==> src/rtl/row_mac_if.sv <==
// row_mac_if: FIFO-side bundle of row_mac. It carries the vector FIFO read
// port, the matrix FIFO read port and the result FIFO write port.
// The master side is the MAC. The slave side is the surrounding FIFOs.
interface row_mac_if #(
  parameter int val_bits = 16,
  parameter int acc_bits = 40,
  parameter int row_bits = 16
);
  logic [val_bits-1:0] vec;
  logic                vec_fifo_empty;
  logic                vec_fifo_read;
  logic [val_bits-1:0] mat_val;
  logic                mat_last;
  logic                mat_fifo_empty;
  logic                mat_fifo_read;
  logic [acc_bits-1:0] res;
  logic [row_bits-1:0] res_row;
  logic                res_wr_en;
  logic                res_fifo_full;

  modport master (
    input  vec, vec_fifo_empty, mat_val, mat_last, mat_fifo_empty, res_fifo_full,
    output vec_fifo_read, mat_fifo_read, res, res_row, res_wr_en
  );

  modport slave (
    output vec, vec_fifo_empty, mat_val, mat_last, mat_fifo_empty, res_fifo_full,
    input  vec_fifo_read, mat_fifo_read, res, res_row, res_wr_en
  );
endinterface

==> src/rtl/row_mac.sv <==
// row_mac: per-channel multiply-accumulate stage behind bvb.
// It pops one vector value and one matrix non-zero together, multiplies them
// as signed numbers and accumulates the products per row. At each row end it
// writes the dot-product and the row index to the result FIFO.
// Optional feature: define ROW_MAC_SAT_EN to get a saturating accumulator.
// With the macro undefined, accumulation wraps modulo 2^acc_bits.
module row_mac #(
  parameter int channel_num = 0,
  parameter int val_bits    = 16,
  parameter int acc_bits    = 40,
  parameter int row_bits    = 16
) (
  input  logic      clk,
  input  logic      rst,
  row_mac_if.master bus
);

  localparam int prod_bits = 2 * val_bits;

  logic                       issue;
  logic                       s1_v;
  logic                       s2_v;
  logic                       s2_last;
  logic signed [acc_bits-1:0] s2_prod;
  logic signed [prod_bits-1:0] vec_x;
  logic signed [prod_bits-1:0] mat_x;
  logic signed [prod_bits-1:0] prod;
  logic signed [acc_bits-1:0] acc;
  logic signed [acc_bits-1:0] raw_sum;
  logic signed [acc_bits-1:0] sum;
  logic [row_bits-1:0]        row_cnt;
  logic signed [acc_bits-1:0] res_q;
  logic [row_bits-1:0]        res_row_q;
  logic                       res_wr_en_q;

  if (acc_bits < prod_bits) begin : g_acc_check
    $error("row_mac: acc_bits must be at least 2*val_bits");
  end
  if (channel_num < 0) begin : g_chan_check
    $error("row_mac: channel_num must be non-negative");
  end

  // Issue both FIFOs together when neither is empty and the result FIFO has room.
  always_comb begin
    issue = rst & ~bus.vec_fifo_empty & ~bus.mat_fifo_empty & ~bus.res_fifo_full;
  end

  assign bus.vec_fifo_read = issue;
  assign bus.mat_fifo_read = issue;

  // S1 valid. The FIFO dout registers act as the stage-1 data registers.
  // This keeps the read-to-write latency at 3 cycles.
  always_ff @(posedge clk or negedge rst) begin
    if (!rst) begin
      s1_v <= 1'b0;
    end else begin
      s1_v <= issue;
    end
  end

  // Sign-extend the operands and form the full-width signed product.
  always_comb begin
    vec_x = {{val_bits{bus.vec[val_bits-1]}}, bus.vec};
    mat_x = {{val_bits{bus.mat_val[val_bits-1]}}, bus.mat_val};
    prod  = vec_x * mat_x;
  end

  // S2: register the product, widened to the accumulator, and carry the row-end flag.
  always_ff @(posedge clk or negedge rst) begin
    if (!rst) begin
      s2_v    <= 1'b0;
      s2_last <= 1'b0;
      s2_prod <= '0;
    end else begin
      s2_v <= s1_v;
      if (s1_v) begin
        s2_last <= bus.mat_last;
        s2_prod <= acc_bits'(prod);
      end
    end
  end

  assign raw_sum = acc + s2_prod;

`ifdef ROW_MAC_SAT_EN
  localparam logic signed [acc_bits-1:0] acc_max = {1'b0, {(acc_bits-1){1'b1}}};
  localparam logic signed [acc_bits-1:0] acc_min = {1'b1, {(acc_bits-1){1'b0}}};

  logic sat;
  logic ovf;

  // Detect signed overflow and clamp the sum. Once a row has saturated, it stays clamped.
  always_comb begin
    ovf = (acc[acc_bits-1] == s2_prod[acc_bits-1]) &&
          (raw_sum[acc_bits-1] != acc[acc_bits-1]);
    if (sat) begin
      sum = acc;
    end else if (ovf) begin
      sum = acc[acc_bits-1] ? acc_min : acc_max;
    end else begin
      sum = raw_sum;
    end
  end

  // Sticky per-row saturation flag, cleared by the row-end write.
  always_ff @(posedge clk or negedge rst) begin
    if (!rst) begin
      sat <= 1'b0;
    end else if (s2_v) begin
      sat <= s2_last ? 1'b0 : (sat | ovf);
    end
  end
`else
  // Wrapping accumulation.
  always_comb begin
    sum = raw_sum;
  end
`endif

  // S3: accumulate. At a row end, publish the sum and restart the accumulator.
  always_ff @(posedge clk or negedge rst) begin
    if (!rst) begin
      acc         <= '0;
      row_cnt     <= '0;
      res_q       <= '0;
      res_row_q   <= '0;
      res_wr_en_q <= 1'b0;
    end else begin
      res_wr_en_q <= 1'b0;
      if (s2_v) begin
        if (s2_last) begin
          res_q       <= sum;
          res_row_q   <= row_cnt;
          res_wr_en_q <= 1'b1;
          acc         <= '0;
          row_cnt     <= row_cnt + row_bits'(1);
        end else begin
          acc <= sum;
        end
      end
    end
  end

  assign bus.res       = res_q;
  assign bus.res_row   = res_row_q;
  assign bus.res_wr_en = res_wr_en_q;

endmodule

==> src/flat_wrapper.sv <==
// flat-port wrapper written by rule: the top's interface ports become plain ports
module row_mac_flat 
#(
  parameter int channel_num = 0,
  parameter int val_bits    = 16,
  parameter int acc_bits    = 40,
  parameter int row_bits    = 16
)
  (clk, rst, bus_vec, bus_vec_fifo_empty, bus_mat_val, bus_mat_last, bus_mat_fifo_empty, bus_res_fifo_full, bus_vec_fifo_read, bus_mat_fifo_read, bus_res, bus_res_row, bus_res_wr_en);
  row_mac_if #(.val_bits(val_bits), .acc_bits(acc_bits), .row_bits(row_bits)) bus_i ();
  input  logic clk;
  input  logic rst;
  input wire logic [$bits(bus_i.vec)-1:0] bus_vec;
  input wire logic [$bits(bus_i.vec_fifo_empty)-1:0] bus_vec_fifo_empty;
  input wire logic [$bits(bus_i.mat_val)-1:0] bus_mat_val;
  input wire logic [$bits(bus_i.mat_last)-1:0] bus_mat_last;
  input wire logic [$bits(bus_i.mat_fifo_empty)-1:0] bus_mat_fifo_empty;
  input wire logic [$bits(bus_i.res_fifo_full)-1:0] bus_res_fifo_full;
  output wire logic [$bits(bus_i.vec_fifo_read)-1:0] bus_vec_fifo_read;
  output wire logic [$bits(bus_i.mat_fifo_read)-1:0] bus_mat_fifo_read;
  output wire logic [$bits(bus_i.res)-1:0] bus_res;
  output wire logic [$bits(bus_i.res_row)-1:0] bus_res_row;
  output wire logic [$bits(bus_i.res_wr_en)-1:0] bus_res_wr_en;
  assign bus_i.vec = bus_vec;
  assign bus_i.vec_fifo_empty = bus_vec_fifo_empty;
  assign bus_i.mat_val = bus_mat_val;
  assign bus_i.mat_last = bus_mat_last;
  assign bus_i.mat_fifo_empty = bus_mat_fifo_empty;
  assign bus_i.res_fifo_full = bus_res_fifo_full;
  assign bus_vec_fifo_read = bus_i.vec_fifo_read;
  assign bus_mat_fifo_read = bus_i.mat_fifo_read;
  assign bus_res = bus_i.res;
  assign bus_res_row = bus_i.res_row;
  assign bus_res_wr_en = bus_i.res_wr_en;
  row_mac #(.channel_num(channel_num), .val_bits(val_bits), .acc_bits(acc_bits), .row_bits(row_bits)) u_core (.clk(clk), .rst(rst), .bus(bus_i));
endmodule
==> config.mk <==
export PLATFORM = sky130hd
export DESIGN_NAME = row_mac_flat
export DESIGN_NICKNAME = d
export VERILOG_FILES = /design/src/rtl/row_mac_if.sv /design/src/rtl/row_mac.sv /design/src/flat_wrapper.sv
export SDC_FILE = /design/constraint.sdc
export NUM_CORES = 1
export LEC_CHECK = 0
export CAP_MARGIN = 20
export CORE_MARGIN = 2
export CORE_UTILIZATION = 30
export DETAILED_ROUTE_END_ITERATION = 8
export GPL_ROUTABILITY_DRIVEN = 1
export MAX_ROUTING_LAYER = met4
export PLACE_DENSITY_LB_ADDON = 0.15
export SYNTH_ARGS = -nofsm -noshare
export SYNTH_HDL_FRONTEND = slang
export SYNTH_SLANG_ARGS = --single-unit
==> constraint.sdc <==
create_clock -name clk -period 8.16 [get_ports clk]
set_clock_uncertainty 0.1 [all_clocks]
set_input_delay 1.632 -clock clk [delete_from_list [all_inputs] [get_ports clk]]
set_output_delay 1.632 -clock clk [all_outputs]
set_load 0.03 [all_outputs]
## After elaboration in Yosys (flattened, before gate mapping)

Index checks and enable logic that the tools add are counted.

- Register bits: 148
- Input port bits: 38
- Output and inout port bits: 59
- Word-level logic and storage cells: 22

- Add/sub/neg operators: 2
- Multipliers: 1
- Multiplexer cells: 3
- Bitwise gates (word level): 6
- Reductions and logical operators: 1

Operators by type and width:

| operator | count |
|---|---|
| adder 40 x 32 -> 40 bit | 1 |
| two-way mux 40 bit | 1 |
| multiplier 16 x 16 -> 32 bit | 1 |
| adder 16 x 1 -> 16 bit, second input constant | 1 |
| bitwise AND 1 bit | 3 |
| NOT 1 bit | 3 |
| two-way mux 1 bit | 2 |
| AND reduction 2 bit | 1 |

## Depth between registers and ports, before layout

- Depth after elaboration: 4
- Depth in mapped cells: 24
- Depth with buffers taken out: 23

## Worst setup path after synthesis

Ideal clock, no wire load.

- Path type: input to register
- Start: in bus_vec[15]
- End: reg u_core.s2_prod[28]
- Setup time: 0.120 ns
- Arrival: 7.644 ns
- Required time: 7.940 ns
- Path slack: 0.296 ns
- Cell stages on the path: 20
- Path buffers: 1
- Path through: clkbuf_1 -> nand2_1 -> inv_1 -> fa_1 -> fa_1 -> inv_1 -> fa_1 -> fa_1 -> fa_1 -> fa_1 -> inv_1 -> ha_1 -> a211oi_1 -> o21ai_0 -> a311o_1 -> and3_1 -> a221o_2 -> o21a_1 -> or3_1 -> a31o_1

- Cells in the longest elaborated chain, start to end: 1

RTL lines:

| what | line | source |
|---|---|---|
| start, declared | flat_wrapper.sv:13 | `input wire logic [$bits(bus_i.vec)-1:0] bus_vec;` |
| multiplier 16 x 16 -> 32 bit | row_mac.sv:65 | `prod = vec_x * mat_x;` |
| end signal, assigned | row_mac.sv:78 | `s2_prod <= acc_bits'(prod);` |
| end, declared | row_mac.sv:24 | `logic signed [acc_bits-1:0] s2_prod;` |

No other way between the ends.
A chain may end at the register's enable or synchronous reset.

## Worst setup path after layout

- Start: in bus_mat_val[4]
- End: reg u_core.s2_prod[28]

- Cells in the longest elaborated chain, start to end: 1

RTL lines:

| what | line | source |
|---|---|---|
| start, declared | flat_wrapper.sv:15 | `input wire logic [$bits(bus_i.mat_val)-1:0] bus_mat_val;` |
| multiplier 16 x 16 -> 32 bit | row_mac.sv:65 |  |

No other way between the ends.

==> reports/metrics.yaml <==
grt_pass1_wl_um: 73790
drive_above_1_share_pct: 9.559
numCtsBuffers: 17
ys_warn_count: 0
final_core_util_pct: 36.00
final-hold-violation-count: 0
rsz0062_at_grt: "no"
status: "finished, final reports clean"
setup_viol: 0
rr_endpoint: "u_core.bus.res[37]"
syn-num-nets: 2268
synth_xor_area_share_pct: 4.144
worstSetupPathType: "in -> reg"
synth_top_family_by_area: "adder cells"
die_h_um: 245.2
synth_edf_count: 0
nets: 2429
n_antenna_cell: 0
cts_hold_buf: 0
io_buffers: 96
synthToLayoutAreaGrowth_pct: 18.79
min_to: "u_core.row_cnt[15]"
cp_data_required_time_ns: 8.38
arrival_ns: 8.06
h-tree-depth: 4
cts_tree: "yes"
synth.area.mux_share_pct: 1.477
fmax_mhz: 127.6
routedWlPerCell_um: 15.83
drtIter0Drc: 644
rr_startpoint: "u_core.s2_prod[1]"
synth-seq-cells: 148
grt_pass1_vias: 13636
r2r_cells: 10
synth.avg_cell_area_sq_um: 9.458
cts.reportedPaths.clkPinSlew_ns: 0.06
viasPerCell: 4.535
vias: 12626
cap_violations: 0
min_period_ns: 7.837
ctsResizeCount: 0
worstHoldStart: "u_core.row_cnt[15]"
firstDrtPassIters: 4
fin_crit_sh_pct: 96.05
clk_latency_ns: 0.44
yosysTopAreaCellShare_pct: 30.17
r2r_slack_ns: 4.76
grt_max_degree: 97
postCtsSetupBuffers: 0
ys_top_cells_by_count: "inv_1 (321), fa_1 (263), nand2_1 (256)"
yosys-top-cells-area: "fa_1 (30%), dfrtp_1 (21%), ha_1 (8.7%), inv_1 (6.9%), nand2_1 (5.5%)"
synth.distinct_cells: 67
grt_util_all_layers_pct: 15.79
core_area_sq_um: 57590
synth-compound-area-share_pct: 11.27
tns_ns: 0
syn_inst: 1845
start_util_pct: 30.30
overflow: 0
num_io_pins: 97
synth_top_area_cell: "fa_1"
ant_nets: 0
cts_sinks: 148
whs_path_depth: 1
root_buffer: "clkbuf_16"
dp_hpwl_um: 36430
worstHoldPathType: "reg -> reg"
crit_path_end_kind: "flop"
synth_fa_ha_area_share_pct: 38.92
synth_seq_area_share_pct: 21.22
place_congestion: 0.8247
synth.most_common_cell: "inv_1"
drcViolationCount: 0
die_x_um: 245.2
synth_flop_cell: "dfrtp_1"
tightest_slew_ns: 0.9043
clockBufferDepth: 2
synth-simple-area-share_pct: 14.45
drv_slew: 0
crit_fanout: 7
crit_path_start_kind: "primary input"
dieArea_sq_um: 60110
grt_antenna_before_repair: 0
synthArstFlopShare_pct: 100.0
syn_area_sq_um: 17450
drt_wl_total_um: 44070
std_cell_rows: 88
relSlewSlack_pct: 39.72
## cell usage in the layout, fill, tap and decap left out, types with 13 or more instances in the layout
cell type / netlist / layout
inv_1: 321 / 321
fa_1: 263 / 262
nand4_1: 13 / 13
nor2_1: 42 / 42
buf_4: 1 / 106
clkdlybuf4s50_1: 0 / 94
mux2_2: 22 / 22
xnor2_1: 57 / 57
o21ai_0: 64 / 64
and2_1: 132 / 132
nand3_1: 20 / 20
ha_1: 122 / 122
dfrtp_1: 148 / 147
a21o_1: 47 / 47
xor2_1: 23 / 23
a21oi_1: 56 / 56
clkbuf_16: 0 / 17
nand2_1: 256 / 255
o2bb2ai_1: 33 / 33
## cell families (layout without fill, tap and decap cells)
logic type / count (synthesis) / in the layout
mux: 23 / 23
simple gates: 523 / 523
flops: 148 / 148
fa+ha+maj: 385 / 385
xor+xnor: 81 / 81
compound gates: 290 / 290
buf+inv: 395 / 569
## critical path, stage by stage
cell and delay, ns:
clkdlybuf4s50_1 0.56, and2_1 0.26, fa_1 0.53, inv_1 0.05
fa_1 0.47, fa_1 0.50, fa_1 0.54, inv_1 0.05
fa_1 0.52, fa_1 0.42, ha_1 0.31, a21o_1 0.17
a21o_1 0.17, a21o_1 0.17, a41o_1 0.23, a221o_1 0.39
a221o_2 0.39, o21a_1 0.18, or3_1 0.30, a31o_1 0.22
## through the flow
step,area [sq um],instances,hold WS [ns],setup slack [ns]
floorplan,17450,1845,0.2519,0.2963
global placement,20140,2752,0.3580,-0.1101
detailed placement,20140,2752,0.3617,-0.1764
CTS,20720,2784,0.3785,0.2913
global route,20730,2784,0.3983,0.008423
finish,20730,2784,0.3710,0.3227
## registers in the layout, summed over array words and instances, names as in the netlist
signal / flops
u_core.s2_last: 1
u_core.bus.res_row: 16
u_core.s1_v: 1
u_core.bus.res_wr_en: 1
u_core.acc: 40
u_core.s2_v: 1
u_core.row_cnt: 16
u_core.s2_prod: 32
u_core.bus.res: 40
## worst max-delay path by stage
stage	endpoint	start
2_1_floorplan	u_core.s2_prod[28]	bus_vec[15]
3_3_place_gp	u_core.s2_prod[28]	bus_mat_val[1]
3_5_place_dp	u_core.s2_prod[28]	bus_mat_val[4]
4_1_cts	u_core.s2_prod[28]	bus_mat_val[4]
5_1_grt	u_core.s2_prod[28]	bus_mat_val[2]
6_report	u_core.s2_prod[28]	bus_mat_val[4]
## routing by layer
| metal | up-vias | GRT usage, % | wire length (um) |
|---|---|---|---|
| li1 | 6172 | - | - |
| met1 | 6264 | 22.09 | 22480 |
| met2 | 156 | 25.02 | 20070 |
| met3 | 34 | 1.214 | 1001 |
| met4 | 0 | 3.515 | 518 |
| met5 | - | - | 0 |
## layout make-up
class | instances | area [sq um]
clock buffer | 19 | 432.9
timing repair buffer | 214 | 2001
multi-input combinational | 1302 | 12270
inverter | 323 | 1212
fill | 5857 | 36860
sequential | 148 | 3705
clock inverter | 13 | 148.9
tap | 765 | 957.2
Power is left out: the tool's default activity adds up to more than one toggle a clock period on the data nets, which glitch-free logic cannot reach.
